<file path="src/rtl/exec_unit_pkg.sv">
// rtl/exec_unit_pkg.sv - opcode encodings and flag bit positions for exec_unit_pipe
package exec_unit_pkg;
  localparam logic [3:0] OP_ADD = 4'h0;
  localparam logic [3:0] OP_SUB = 4'h1;
  localparam logic [3:0] OP_AND = 4'h2;
  localparam logic [3:0] OP_OR  = 4'h3;
  localparam logic [3:0] OP_XOR = 4'h4;
  localparam logic [3:0] OP_NOT = 4'h5;
  localparam logic [3:0] OP_SHL = 4'h6;
  localparam logic [3:0] OP_SHR = 4'h7;
  localparam logic [3:0] OP_INC = 4'h8;
  localparam logic [3:0] OP_DEC = 4'h9;
  localparam logic [3:0] OP_LDI = 4'hA;
  localparam logic [3:0] OP_CMP = 4'hB;
  localparam logic [3:0] OP_MUL = 4'hC;
  localparam logic [3:0] OP_NOP = 4'hD;

  localparam int FLAG_Z = 0;
  localparam int FLAG_C = 1;
  localparam int FLAG_N = 2;
  localparam int FLAG_V = 3;
endpackage

</file>
<file path="src/rtl/eu_iter_mul.sv">
// rtl/eu_iter_mul.sv - iterative shift-add multiplier, one multiplier bit per cycle
module eu_iter_mul #(
  parameter int DATA_W = 8
) (
  input  logic                  clk,
  input  logic                  rst_n,
  input  logic                  start,
  input  logic                  ack,
  input  logic [DATA_W-1:0]     mcand,
  input  logic [DATA_W-1:0]     mplier,
  output logic                  done,
  output logic [2*DATA_W-1:0]   prod
);
  localparam int CNT_W = $clog2(DATA_W + 1);

  logic                busy;
  logic [CNT_W-1:0]    cnt;
  logic [2*DATA_W-1:0] mc;
  logic [DATA_W-1:0]   mp;

  // Bit 0 is folded into the start edge so the product lands after DATA_W edges.
  always_ff @(posedge clk or negedge rst_n) begin
    if (!rst_n) begin
      busy <= 1'b0;
      done <= 1'b0;
      cnt  <= '0;
      mc   <= '0;
      mp   <= '0;
      prod <= '0;
    end else if (ack) begin
      done <= 1'b0;
    end else if (busy) begin
      if (mp[0]) prod <= prod + mc;
      mc  <= mc << 1;
      mp  <= mp >> 1;
      cnt <= cnt + 1'b1;
      if (cnt == CNT_W'(DATA_W - 1)) begin
        busy <= 1'b0;
        done <= 1'b1;
      end
    end else if (start && !done) begin
      prod <= mplier[0] ? {{DATA_W{1'b0}}, mcand} : '0;
      mc   <= {{(DATA_W-1){1'b0}}, mcand, 1'b0};
      mp   <= mplier >> 1;
      cnt  <= CNT_W'(1);
      busy <= 1'b1;
    end
  end
endmodule

</file>
<file path="src/rtl/exec_unit_pipe.sv">
// rtl/exec_unit_pipe.sv - two-stage pipelined execution unit with register file
// Optional iterative multiply on opcode C when EXEC_UNIT_MUL_EN is defined.
module exec_unit_pipe
  import exec_unit_pkg::*;
#(
  parameter int DATA_W = 8,
  parameter int ADDR_W = 5
) (
  input  logic              clk,
  input  logic              rst_n,
  input  logic              in_valid,
  output logic              in_ready,
  input  logic [3:0]        opcode,
  input  logic [ADDR_W-1:0] addr1,
  input  logic [ADDR_W-1:0] addr2,
  input  logic [ADDR_W-1:0] addr3,
  input  logic [DATA_W-1:0] imm,
  output logic              out_valid,
  input  logic              out_ready,
  output logic [DATA_W-1:0] a,
  output logic [DATA_W-1:0] b,
  output logic [DATA_W-1:0] out,
  output logic [3:0]        flag
);
  localparam int DEPTH = 1 << ADDR_W;
  localparam int MSB   = DATA_W - 1;

  logic [DATA_W-1:0] rf [DEPTH];

  logic              d_valid;
  logic [3:0]        d_op;
  logic [ADDR_W-1:0] d_a1, d_a2, d_a3;
  logic [DATA_W-1:0] d_imm;

  logic              d_advance, op_done, accept;
  logic [DATA_W-1:0] src_a, src_b, res;
  logic [DATA_W:0]   sum;
  logic              c_res, v_res, wr_en, upd_flags;
  logic [3:0]        flag_nx;

  assign src_a     = rf[d_a1];
  assign src_b     = rf[d_a2];
  assign d_advance = d_valid && (!out_valid || out_ready) && op_done;
  assign in_ready  = !d_valid || d_advance;
  assign accept    = in_valid && in_ready;

`ifdef EXEC_UNIT_MUL_EN
  logic                is_mul, mul_done;
  logic [2*DATA_W-1:0] mul_prod;

  assign is_mul  = d_valid && (d_op == OP_MUL);
  assign op_done = !is_mul || mul_done;

  eu_iter_mul #(.DATA_W(DATA_W)) u_mul (
    .clk    (clk),
    .rst_n  (rst_n),
    .start  (is_mul),
    .ack    (d_advance && is_mul),
    .mcand  (src_a),
    .mplier (src_b),
    .done   (mul_done),
    .prod   (mul_prod)
  );
`else
  assign op_done = 1'b1;
`endif

  always_comb begin
    sum       = '0;
    res       = '0;
    c_res     = 1'b0;
    v_res     = 1'b0;
    wr_en     = 1'b1;
    upd_flags = 1'b1;
    case (d_op)
      OP_ADD: begin
        sum   = {1'b0, src_a} + {1'b0, src_b};
        res   = sum[MSB:0];
        c_res = sum[DATA_W];
        v_res = (src_a[MSB] == src_b[MSB]) && (res[MSB] != src_a[MSB]);
      end
      OP_SUB, OP_CMP: begin
        sum   = {1'b0, src_a} - {1'b0, src_b};
        res   = sum[MSB:0];
        c_res = sum[DATA_W];
        v_res = (src_a[MSB] != src_b[MSB]) && (res[MSB] != src_a[MSB]);
        wr_en = (d_op == OP_SUB);
      end
      OP_AND: res = src_a & src_b;
      OP_OR:  res = src_a | src_b;
      OP_XOR: res = src_a ^ src_b;
      OP_NOT: res = ~src_a;
      OP_SHL: begin
        res   = {src_a[MSB-1:0], 1'b0};
        c_res = src_a[MSB];
      end
      OP_SHR: begin
        res   = {1'b0, src_a[MSB:1]};
        c_res = src_a[0];
      end
      OP_INC: begin
        sum   = {1'b0, src_a} + (DATA_W+1)'(1);
        res   = sum[MSB:0];
        c_res = sum[DATA_W];
        v_res = !src_a[MSB] && res[MSB];
      end
      OP_DEC: begin
        sum   = {1'b0, src_a} - (DATA_W+1)'(1);
        res   = sum[MSB:0];
        c_res = sum[DATA_W];
        v_res = src_a[MSB] && !res[MSB];
      end
      OP_LDI: res = d_imm;
`ifdef EXEC_UNIT_MUL_EN
      OP_MUL: begin
        res   = mul_prod[MSB:0];
        c_res = |mul_prod[2*DATA_W-1:DATA_W];
      end
`endif
      default: begin
        wr_en     = 1'b0;
        upd_flags = 1'b0;
      end
    endcase
  end

  always_comb begin
    flag_nx         = '0;
    flag_nx[FLAG_Z] = (res == '0);
    flag_nx[FLAG_C] = c_res;
    flag_nx[FLAG_N] = res[MSB];
    flag_nx[FLAG_V] = v_res;
  end

  // Register file is written on the same edge the operands are consumed, so no hazards arise.
  always_ff @(posedge clk or negedge rst_n) begin
    if (!rst_n) begin
      for (int i = 0; i < DEPTH; i++) rf[i] <= '0;
      d_valid   <= 1'b0;
      d_op      <= '0;
      d_a1      <= '0;
      d_a2      <= '0;
      d_a3      <= '0;
      d_imm     <= '0;
      out_valid <= 1'b0;
      a         <= '0;
      b         <= '0;
      out       <= '0;
      flag      <= '0;
    end else begin
      if (accept) begin
        d_valid <= 1'b1;
        d_op    <= opcode;
        d_a1    <= addr1;
        d_a2    <= addr2;
        d_a3    <= addr3;
        d_imm   <= imm;
      end else if (d_advance) begin
        d_valid <= 1'b0;
      end

      if (d_advance) begin
        out_valid <= 1'b1;
        a         <= src_a;
        b         <= src_b;
        out       <= res;
        if (upd_flags) flag <= flag_nx;
        if (wr_en) rf[d_a3] <= res;
      end else if (out_ready) begin
        out_valid <= 1'b0;
      end
    end
  end
endmodule

</file>
<file path="config.mk">
export PLATFORM = sky130hd
export DESIGN_NAME = exec_unit_pipe
export DESIGN_NICKNAME = d
export VERILOG_FILES = /design/src/rtl/exec_unit_pkg.sv /design/src/rtl/eu_iter_mul.sv /design/src/rtl/exec_unit_pipe.sv
export SDC_FILE = /design/constraint.sdc
export NUM_CORES = 1
export LEC_CHECK = 0
export ABC_AREA = 0
export BUFFER_PORTS_ARGS = -buffer_cell sky130_fd_sc_hd__clkbuf_2
export CORE_MARGIN = 2
export CORE_UTILIZATION = 45
export DETAILED_ROUTE_END_ITERATION = 8
export GPL_TIMING_DRIVEN = 0
export MAX_ROUTING_LAYER = met4
export SLEW_MARGIN = 25
export SYNTH_ARGS = -nofsm -noshare
export SYNTH_HDL_FRONTEND = slang
export SYNTH_HIERARCHICAL = 1
export SYNTH_SLANG_ARGS = --single-unit
</file>
<file path="constraint.sdc">
create_clock -name clk -period 8.8 [get_ports clk]
set_input_delay 0.88 -clock clk [delete_from_list [all_inputs] [get_ports clk]]
set_output_delay 0.88 -clock clk [all_outputs]
set_load 0.005 [all_outputs]
</file>
==> results of run 1 <==
==> Yosys cell counts, types with 14 or more instances <==
cell and count:
o21ai_0 79, ha_1 28, mux2i_1 49, mux2_2 66, inv_1 24, clkbuf_1 87, mux4_2 132, nand2_1 124
nor2b_1 14, buf_2 15, nor2_1 217, a21oi_1 196, dfrtp_1 313
==> worst paths after layout <==
check	from	end	slack [ns]
max in group asynchronous	rst_n	rf[222]$_DFFE_PN0P_	7.07
hold reg to reg	b[6]$_DFFE_PN0P_	b[6]$_DFFE_PN0P_	0.49
hold / removal	rst_n	d_imm[2]$_DFFE_PN0P_	0.28
setup reg to reg	d_a2[1]$_DFFE_PN0P_	rf[162]$_DFFE_PN0P_	1.77
min in group clk	b[6]$_DFFE_PN0P_	b[6]$_DFFE_PN0P_	0.49
setup / recovery	d_a2[1]$_DFFE_PN0P_	rf[162]$_DFFE_PN0P_	1.77
==> final cells by class <==
class | instances | area (um^2) | share of cell area
sequential | 313 | 7830 | 0.398
antenna | 1 | 2.50 | 0.000127
multi-input combinational | 1103 | 8820 | 0.449
tap | 511 | 639 | 0.0325
inverter | 27 | 101 | 0.00516
clock inverter | 13 | 154 | 0.00783
buffer | 128 | 582 | 0.0296
timing repair buffer | 64 | 419 | 0.0213
clock buffer | 53 | 1110 | 0.0563
==> cell usage in the layout (no fill, tap or decap), types with 8 or more instances in the layout <==
master       n
dfrtp_1    313
nor2_1     217
a21oi_1    195
mux4_2     132
nand2_1    124
clkbuf_1    91
o21ai_0     79
mux2_2      66
clkbuf_2    62
mux2i_1     48
clkbuf_16   38
ha_1        28
inv_1       24
buf_2       18
nor2b_1     14
nand3_1     13
o21ai_1     13
a22oi_1     12
nand2b_1    12
nor3_1      11
clkbuf_8    11
buf_4        8
nand4_1      8
o221ai_1     8
==> sequential cells by signal, indices dropped and copies added (netlist names) <==
name,count
d_op,4
rf,256
b,8
d_a2,5
d_a1,5
flag,4
out,8
d_valid,1
a,8
out_valid,1
d_a3,5
d_imm,8
==> per-layer routing <==
layer | vias up | global-route usage
li1 | 5959 | -
met1 | 7153 | 0.440
met2 | 813 | 0.522
met3 | 165 | 0.0657
met4 | 0 | 0.158
met5 | - | -
==> critical path, cell delays in order, from the launching register on <==
cell      delay, ns
dfrtp_1        0.34
clkbuf_1       0.62
clkbuf_1       0.88
mux4_2         0.49
mux4_2         0.48
mux2i_1        0.64
inv_1          0.19
fa_1           0.52
a221oi_1       0.31
o221ai_1       0.18
a21oi_1        0.18
nand2_1        0.10
a21oi_1        0.82
clkbuf_1       0.84
o21ai_0        0.25
==> through the flow <==
| step | setup TNS, ns | cells | util |
|---|---|---|---|
| after detailed placement | 0 | 2146 | 0.487 |
| after global placement | -6.92 | 2142 | 0.483 |
| after global routing | 0 | 2213 | 0.521 |
| after floorplan | 0 | 1571 | - |
| final | 0 | 2213 | 0.521 |
| after CTS | 0 | 2212 | 0.521 |
==> power by group through the flow <==
| stage | Combinational [mW] | Clock (mW) | Sequential [mW] |
|---|---|---|---|
| finish | 3.62 | 1.59 | 2.51 |
| global route | 3.84 | 1.67 | 2.57 |
| CTS | 3.53 | 1.61 | 2.49 |
| detailed placement | 3.52 | 0 | 2.50 |
| global placement | 3.46 | 0 | 2.47 |
| floorplan | 2.31 | 0 | 2.33 |
==> logic make-up after synthesis <==
family / synth area share
fa+ha+maj: 0.0226
compound gates: 0.122
buf+inv: 0.0391
xor+xnor: 0.00354
flops: 0.453
simple gates: 0.113
mux: 0.246
==> results.md, run 1 <==
- Post-route DRC: 0
- CP endpoint kind: flip-flop
- Final Hold Vio Count: 0
- Cell count after synthesis: 1571
- Placed instance area: 0.0184 mm^2
- Critical Path AT: 7.42 ns
- Most used flip-flop cell after synthesis: dfrtp_1
- Share of cells above drive strength 1: 0.223
- Total GRT Usage: 0.340
- Sw Pwr: 3.38 mW
- CTS resizes: 0
- Register share of total power: 0.324
- Largest net degree at the start of global routing: 79
- Via count: 14090
- PortBufs: 60
- Cell accounting for the most synthesized area: dfrtp_1
- Metal-1 WL: 24.8 mm
- Min Clock Period, post-route: 7.03 ns
- Setup Viol. Count Final: 0
- WP data required: 9.19 ns
- Syn nets: 1632
- Combinational share of power: 0.469
- WL final: 63.4 mm
- Met3 WL: 6.12 mm
- Initial Util: 0.458
- Peak Freq: 142 MHz
- Sw Ratio: 0.437
- Sequential element share of the synthesized area: 0.453
- HPWL after DPL: 46.9 mm
- Tot Pwr: 7.72 mW
- Final nets: 1735
- Design area: 0.0197 mm^2
- Synth area leaders: dfrtp_1, mux4_2, a21oi_1
- Num CTS Buffers: 37
- Post-DRT Antenna Nets: 0
- CTS tree: done
- Die X: 200 um
- Top Layer Used: met4
- Max-cap violation count: 0
- Clock power share: 0.206
- Setup Slack @ Placement: 1.67 ns
- Rows: 71
- Met2 routed WL: 29.4 mm
- Clock Pin Slew Worst Setup and Hold Paths: 0.06 ns
- Synth warn: 6
- Hold Slack: 0.279 ns
- Avg Inst Size Synth: 11.0 um^2
- Register bit total from synthesis: 313
- Peak supply drop: 205 uV
- Cells on worst reg2reg path: 14
- Initial antenna violation count: 1
- Critical path peak fanout: 10
- Boundary Pins: 61
- Final Skew: 0.0288 ns
- Top cell type's share of synthesized area: 0.453
- EDFF count, synth: 0
- Routed wire length per instance: 28.6 um
- Tcrit/Tclk final: 0.799
- Netlist cell types: 66
- First-pass GRT wire length: 94.0 mm
- Gr ovfl total: 0
- Sink Count: 313
- Later-pin clock latency in the skew report: 0.57 ns
- Core Box Area: 0.0378 mm^2
- Max_slew headroom: 0.227
- Kind of critical path: reg -> reg
- Cell Pwr Density: 393 mW/mm^2
- Syn Std Cell Area: 0.0173 mm^2
- Slew @ Worst Pin: 1.16 ns
- GP Congestion: 1.01
- Post-CTS Setup Bufs: 0
- Internal power: 4.35 mW
- Final WS setup: 1.77 ns
- Status: finished, final reports clean
- Via density: 6.37
- Hold Path Class: in -> async
- Die height: 200 um
- CP startpoint kind: flip-flop
- Async set or reset register ratio after synthesis: 1.00
- H-tree levels: 2
- Hold Buf Count CTS: 0
- Area grow syn2layout: 13.6%
- Final-report max-slew violation count: 0
- RSZ-0062 raised after global routing: false
- Leak: 8.49 nW
- Die Area: 0.0400 mm^2
- Number of fill cells in the layout: 3374
- Longest Clk Path Bufs: 3
- Clk root buf: clkbuf_16
- 1st-iter DRT viols: 1458
- First drt pass iteration count: 7
- Vias in the first global route: 14088
Power figures use the tool's default switching activity.
==> run 2: changes to the inputs <==
--- a/config.mk
+++ b/config.mk
@@ -5,7 +5,7 @@
 export SDC_FILE = /design/constraint.sdc
 export NUM_CORES = 1
 export LEC_CHECK = 0
-export ABC_AREA = 0
+export ABC_AREA = 1
 export BUFFER_PORTS_ARGS = -buffer_cell sky130_fd_sc_hd__clkbuf_2
 export CORE_MARGIN = 2
 export CORE_UTILIZATION = 45
==> constraint.sdc (replaced) <==
create_clock -name clk -period 6.15 [get_ports clk]
set_input_delay 0.615 -clock clk [delete_from_list [all_inputs] [get_ports clk]]
set_output_delay 0.615 -clock clk [all_outputs]
set_load 0.005 [all_outputs]
==> run 2 against run 1 <==
- worst hold slack got worse by 0.015 ns
- count of clock-buffer cells in the layout increased by 9
- die area increased by 6.2%
- non-clock buffer count increased by 47
- sequential power increased by 37%
- fmax increased by 15%
- largest cell class unchanged
- highest routed layer unchanged
==> results.md, run 2 <==
- Tcrit/Tclk final: 0.994 (+0.195)
- Max_slew headroom: 0.195 (-0.0326)
- Die height: 206 um (+3.0%)
- Kind of critical path: reg -> reg
- Critical Path AT: 6.52 ns (-0.90 ns)
- Avg Inst Size Synth: 7.24 um^2 (-34%)
- WP data required: 6.56 ns (-2.63 ns)
- Syn Std Cell Area: 0.0184 mm^2 (+6.3%)
- CP startpoint kind: flip-flop
- Clock Pin Slew Worst Setup and Hold Paths: 0.06 ns (about the same)
- Synth warn: 6 (unchanged)
- GP Congestion: 1.04 (+2.6%)
- Leak: 9.91 nW (+17%)
- Peak Freq: 164 MHz (+15%)
- Largest net degree at the start of global routing: 84 (+6.3%)
- Die Area: 0.0425 mm^2 (+6.2%)
- Post-CTS Setup Bufs: 0 (unchanged)
- Boundary Pins: 61 (unchanged)
- DP Cell Count: 3135 (+46%)
- Syn nets: 2600 (+59%)
- Slew @ Worst Pin: 1.21 ns (+0.0488 ns)
- Via count: 20246 (+44%)
- Max reg flops: 256 (unchanged)
- Area grow syn2layout: 13.6% (about the same)
- Longest Clk Path Bufs: 3 (unchanged)
- Most frequent cells in the layout: nand2_1, dfrtp_1, nor2_1, nand3_1, o21ai_0
- Final Skew: 0.0140 ns (-0.0148 ns)
- Initial antenna violation count: 4 (+3)
- HPWL after DPL: 65.8 mm (+40%)
- Most flops, register: rf
- Cell Pwr Density: 491 mW/mm^2 (+25%)
- Vias in the first global route: 18644 (+32%)
- Gr ovfl total: 0 (unchanged)
- PortBufs: 60 (unchanged)
- Internal power: 5.61 mW (+29%)
- Die X: 206 um (+3.0%)
- Num CTS Buffers: 38 (+2.7%)
- Via density: 6.31 (-0.94%)
- Netlist cell types: 42 (-36%)
- Cell accounting for the most synthesized area: dfrtp_1
- Sw Ratio: 0.453 (+0.0159)
- Fin util: 0.515 (-0.00551)
- Most frequent cell after synthesis: nand2_1
- Routed wire length per instance: 29.2 um (+1.8%)
- Fin cells: 3210 (+45%)
- Final Hold Vio Count: 0 (unchanged)
- Placed instance area: 0.0195 mm^2 (+6.0%)
- Peak supply drop: 278 uV (+36%)
- Sw Pwr: 4.64 mW (+38%)
- Synth area leaders: dfrtp_1, nand2_1, nand3_1
- H-tree levels: 2 (unchanged)
- Most used flip-flop cell after synthesis: dfrtp_1
- Most common cell after layout, fill and taps aside: nand2_1
- Final nets: 2705 (+56%)
- Post-route DRC: 0 (unchanged)
- Share of cells above drive strength 1: 0.105 (-0.118)
- Design area: 0.0209 mm^2 (+6.3%)
- Sequential element share of the synthesized area: 0.426 (-0.0268)
- Status: finished, final reports clean
- Combinational share of power: 0.424 (-0.045)
- CP endpoint kind: flip-flop
- RSZ-0062 raised after global routing: false
- Clk root buf: clkbuf_16
- Later-pin clock latency in the skew report: 0.58 ns (about the same)
- Cell count after synthesis: 2539 (+62%)
- Setup Viol. Count Final: 0 (unchanged)
- CTS tree: done
- Top cell type's share of synthesized area: 0.426 (-0.0268)
- Core Box Area: 0.0406 mm^2 (+7.4%)
- Critical path peak fanout: 10 (unchanged)
- Max-cap violation count: 0 (unchanged)
- Final-report max-slew violation count: 0 (unchanged)
- Post-synth top cells: nand2_1, dfrtp_1, nor2_1
- Clock power share: 0.241 (+0.035)
- EDFF count, synth: 0 (unchanged)
- First-pass GRT wire length: 133 mm (+41%)
- Rows: 74 (+4.2%)
- Post-DRT Antenna Nets: 0 (unchanged)
- WL final: 93.6 mm (+48%)
- Hold Path Class: in -> reg
- 1st-iter DRT viols: 3341 (+130%)
- Sink Count: 313 (unchanged)
- Register share of total power: 0.336 (+0.012)
- Min Clock Period, post-route: 6.11 ns (-0.915 ns)
- Hold Slack: 0.263 ns (-0.0154 ns)
- First drt pass iteration count: 7 (unchanged)
- Total GRT Usage: 0.459 (+0.119)
- Register bit total from synthesis: 313 (unchanged)
- Async set or reset register ratio after synthesis: 1.00 (unchanged)
- Initial Util: 0.453 (-0.00478)
==> run 2: cell types whose count changed in the layout (fill, tap and decap cells not counted), sizes merged, moves of 14 or more <==
cell	before	now
a21oi	196	179
inv	30	126
buf	43	94
nor2	218	291
mux4	132	0
o21ai	92	283
nand3	13	286
o221ai	8	33
nand2	124	713
nor2b	14	0
o211ai	3	19
mux2	67	34
mux2i	51	0
==> run 2: final timing paths <==
path | end | from | slack [ns] | depth (start not counted)
max | rf[154]$_DFFE_PN0P_ | d_a2[1]$_DFFE_PN0P_ | 0.04 | 21
min | d_imm[0]$_DFFE_PN0P_ | imm[0] | 0.26 | 2
max reg2reg | rf[154]$_DFFE_PN0P_ | d_a2[1]$_DFFE_PN0P_ | 0.04 | 21
min reg2reg | out[4]$_DFFE_PN0P_ | out[4]$_DFFE_PN0P_ | 0.48 | 2
max in group asynchronous | a[2]$_DFFE_PN0P_ | rst_n | 4.54 | 4
min in group asynchronous | rf[130]$_DFFE_PN0P_ | rst_n | 0.47 | 2
==> run 2: power groups by stage <==
| stage | sequential [mW] | clock, mW | combinational (mW) |
|---|---|---|---|
| floorplan | 3.22 | 0 | 2.61 |
| global placement | 3.42 | 0 | 4.08 |
| detailed placement | 3.43 | 0 | 4.14 |
| CTS | 3.40 | 2.46 | 4.16 |
| global route | 3.51 | 2.56 | 4.66 |
| finish | 3.44 | 2.47 | 4.34 |
==> run 2: final cells by class <==
class,instances,area (um^2)
Antenna cell,5,12.5
Buffer,174,935
Clock buffer,62,1240
Clock inverter,7,110
Fill cell,3981,19700
Inverter,129,489
Multi-Input combinational cell,1923,9170
Sequential cell,313,7830
Tap cell,532,666
Timing Repair Buffer,65,429
==> run 2: layer usage <==
layer,share of wire,GRT usage
met5,0,-
met4,0.074,0.280
met3,0.14,0.143
met2,0.39,0.606
met1,0.40,0.610
==> run 2: metrics by stage <==
stage | setup TNS, ns | setup WS (ns) | total power [mW]
floorplan | 0 | 2.71 | 5.83
global placement | -775.67 | -2.52 | 7.50
detailed placement | 0 | 0.0300 | 7.57
CTS | 0 | 0.00816 | 10.0
global route | 0 | 0.0380 | 10.7
finish | 0 | 0.0375 | 10.3
==> run 2: cell families (layout without fill, tap and decap cells) <==
logic type               after synthesis  after routing  share of synthesized area
AO/OA/AOI/OAI                        539            539                      0.159
multiplexers                          34             34                     0.0208
other                                  0              5                          0
AND/OR/NAND/NOR                     1317           1317                      0.295
buffers and inverters                303            437                     0.0764
flip-flops                           313            313                      0.426
adder cells (fa/ha/maj)               30             30                     0.0212
XOR/XNOR                               3              3                    0.00143
==> run 2: worst max-delay path, stage by stage, from the launching register on <==
cell             delay (ns)
dfrtp_1                0.60
inv_1                  0.16
clkdlybuf4s15_1        0.64
clkbuf_2               0.56
a21oi_1                0.42
a21oi_1                0.13
o21ai_0                0.21
nand3_1                0.12
nand2_1                0.27
inv_1                  0.11
ha_1                   0.25
fa_1                   0.41
or2_2                  0.31
nand3_1                0.08
o211ai_1               0.09
a211oi_1               0.28
nand2_1                0.09
nor2_1                 0.09
nand2_1                0.06
nor2_2                 0.49
buf_2                  0.40
o21ai_0                0.15
==> run 2: timing repair <==
action	in CTS	in global routing
resized for setup	0	16
setup endpoints to repair	0	173
hold buffers	1	0
hold endpoints to repair	19	0
==> run 3: changes to the inputs <==
--- a/config.mk
+++ b/config.mk
@@ -8,7 +8,7 @@
 export ABC_AREA = 1
 export BUFFER_PORTS_ARGS = -buffer_cell sky130_fd_sc_hd__clkbuf_2
 export CORE_MARGIN = 2
-export CORE_UTILIZATION = 45
+export CORE_UTILIZATION = 30
 export DETAILED_ROUTE_END_ITERATION = 8
 export GPL_TIMING_DRIVEN = 0
 export MAX_ROUTING_LAYER = met4
==> run 3 against run 2 <==
- the run now ends with negative hold slack left
- clock power up 3%
- worst hold slack worse by 0.27 ns
- via count down 0.98%
- fmax down 0.14%
- setup slack worse by 0.0087 ns
- sequential share of layout area down 0.53 points
==> results.md, run 3 (synthesis results as in run 2) <==
- Die Area: 0.0633 mm^2 (+49%)
- Peak Freq: 163 MHz (-0.14%)
- First-pass GRT wire length: 130 mm (-2.3%)
- Final-report max-slew violation count: 0 (unchanged)
- Via density: 5.79 (-8.2%)
- CP startpoint kind: flip-flop
- Sequential cell area: 0.00783 mm^2 (unchanged)
- Share of cells above drive strength 1: 0.102 (-0.00378)
- Final Hold Vio Count: 1 (+1)
- Hold Buf Count CTS: 0 (-1)
- Vias in the first global route: 18510 (-0.72%)
- Die X: 252 um (+22%)
- Tcrit/Tclk final: 0.995 (+0.00141)
- Multi-input gate area: 0.00917 mm^2 (about the same)
- Max reg flops: 256 (unchanged)
- Longest Clk Path Bufs: 3 (unchanged)
- Die height: 252 um (+22%)
- Max_slew headroom: 0.172 (-0.0231)
- Critical Path AT: 6.54 ns (+0.02 ns)
- Register share of total power: 0.338 (+0.002)
- Leak: 9.88 nW (-0.31%)
- Kind of critical path: reg -> reg
- Rows: 90 (+22%)
- PortBufs: 60 (unchanged)
- RSZ-0062 raised after global routing: false
- Cell Pwr Density: 485 mW/mm^2 (-1.1%)
- Slew @ Worst Pin: 1.24 ns (+0.0347 ns)
- Num CTS Buffers: 39 (+2.6%)
- Post-route DRC: 0 (unchanged)
- Post-CTS Setup Bufs: 0 (unchanged)
- Sw Ratio: 0.451 (-0.00230)
- Later-pin clock latency in the skew report: 0.60 ns (+0.02 ns)
- GP Congestion: 1.04 (-0.12%)
- R2r startpoint: d_a2[1]$_DFFE_PN0P_
- WL final: 90.7 mm (-3.1%)
- CTS resizes: 0 (unchanged)
- WP data required: 6.57 ns (about the same)
- CP startpoint: d_a2[1]$_DFFE_PN0P_
- 1st-iter DRT viols: 3165 (-5.3%)
- Status: complete, but fails checks
- Initial Util: 0.304 (-0.149)
- Clock Pin Slew Worst Setup and Hold Paths: 0.06 ns (about the same)
- Setup Viol. Count Final: 0 (unchanged)
- R2r setup slk: 0.03 ns (about the same)
- Final nets: 2705 (unchanged)
- Peak supply drop: 208 uV (-25%)
- CP endpoint kind: flip-flop
- Min Clock Period, post-route: 6.12 ns (+0.00867 ns)
- Boundary Pins: 61 (unchanged)
- Worst Setup EP: rf[34]$_DFFE_PN0P_
- Clock power share: 0.248 (+0.007)
- Initial antenna violation count: 4 (unchanged)
- First drt pass iteration count: 7 (unchanged)
- Hold Slack: -0.00283 ns (-0.266 ns)
- CTS tree: done
- Clk root buf: clkbuf_16
- R2R Path End: rf[34]$_DFFE_PN0P_
- Routed wire length per instance: 26.2 um (-10%)
- Most common cell after layout, fill and taps aside: nand2_1
- Gr ovfl total: 0 (unchanged)
- Number of fill cells in the layout: 6345 (+59%)
- Cells on worst reg2reg path: 20 (-4.8%)
- Combinational share of power: 0.414 (-0.010)
- Hold Path Class: in -> async
- Max-cap violation count: 0 (unchanged)
- Sink Count: 313 (unchanged)
- Total GRT Usage: 0.293 (-0.167)
- Failing checks: negative hold slack
- Internal power: 5.65 mW (+0.79%)
- HPWL after DPL: 64.3 mm (-2.4%)
- Core Box Area: 0.0605 mm^2 (+49%)
- Most flops, register: rf
- H-tree levels: 2 (unchanged)
- Most frequent cells in the layout: nand2_1, dfrtp_1, nor2_1, nand3_1, o21ai_0
- Post-DRT Antenna Nets: 0 (unchanged)
- Via count: 20047 (-0.98%)
- Final Skew: 0.0277 ns (+0.0137 ns)
- Largest net degree at the start of global routing: 75 (-11%)
- Setup TNS: 0 ns (unchanged)
- Critical path peak fanout: 10 (unchanged)
- Area grow syn2layout: 15.3%
- Tot Pwr: 10.3 mW (+0.36%)
- Sw Pwr: 4.64 mW (-0.15%)
-- run 3: cell count changes in the layout (fill, tap and decap cells not counted) --
cell	delta
nor2_1	+1
clkbuf_8	-7
dlygate4sd3_1	-1
clkinvlp_4	+1
nor2_4	-1
buf_2	-2
bufinv_16	+3
buf_1	+1
clkinv_2	+2
clkdlybuf4s15_1	-1
clkbuf_2	-6
clkbuf_1	+11
-- run 3: final cells by class --
class / count / area share
inverters: 129 / 0.0231
well taps: 782 / 0.0462
repair buffers: 64 / 0.0198
flip-flops and latches: 313 / 0.370
diodes: 5 / 0.000590
plain buffers: 174 / 0.0433
multi-input cells: 1923 / 0.432
clock buffers: 58 / 0.0547
clock inverters: 13 / 0.0103
-- run 3: through the flow --
stage	instances	util	worst slack (ns)	instance area (um^2)
3_5_place_dp	3385	0.327	0.269	19800
5_1_grt	3458	0.350	0.0550	21200
4_1_cts	3456	0.350	0.240	21200
3_3_place_gp	3381	0.325	-2.71	19700
6_report	3461	0.350	0.0288	21200
2_1_floorplan	2539	-	2.71	18400
-- run 3: worst max-delay path, stage by stage, from the launching register on --
cell and delay (ns):
dfrtp_1 0.54, inv_1 0.19, clkbuf_1 0.62, clkbuf_1 0.91
o21ai_0 0.22, o211ai_1 0.26, nand3_1 0.17, nand3_1 0.16
nand2_1 0.23, inv_1 0.15, ha_1 0.15, inv_1 0.06
fa_1 0.40, xnor2_1 0.14, a211oi_1 0.32, nand2_1 0.10
nor2_1 0.09, nand2_1 0.05, nor2_1 0.62, buf_2 0.42
o21ai_0 0.13
-- run 3: worst min-delay path by stage --
stage / startpoint / end / slack, ns / cells after the start
after floorplan: rst_n / a[0]$_DFFE_PN0P_ / 0.32 / 0
after global routing: rst_n / b[4]$_DFFE_PN0P_ / 0.02 / 1
after detailed placement: flag[1]$_DFFE_PN0P_ / flag[1]$_DFFE_PN0P_ / 0.47 / 2
after CTS: rst_n / b[4]$_DFFE_PN0P_ / 0.01 / 1
final: rst_n / b[4]$_DFFE_PN0P_ / -0.003 / 1
after global placement: out[7]$_DFFE_PN0P_ / out[7]$_DFFE_PN0P_ / 0.47 / 2
-- run 3: per-layer routing --
| metal | global-route usage | vias up | part of all wire |
|---|---|---|---|
| li1 | - | 8658 | - |
| met1 | 0.382 | 9547 | 0.40 |
| met2 | 0.401 | 1470 | 0.40 |
| met3 | 0.0793 | 372 | 0.13 |
| met4 | 0.179 | 0 | 0.075 |
| met5 | - | - | 0 |
-- run 3: power by group through the flow --
| stage | registers, mW | clock network, mW | logic [mW] |
|---|---|---|---|
| global placement | 3.47 | 0 | 4.07 |
| floorplan | 3.22 | 0 | 2.61 |
| finish | 3.48 | 2.55 | 4.26 |
| detailed placement | 3.47 | 0 | 4.10 |
| global route | 3.54 | 2.62 | 4.60 |
| CTS | 3.44 | 2.54 | 4.12 |
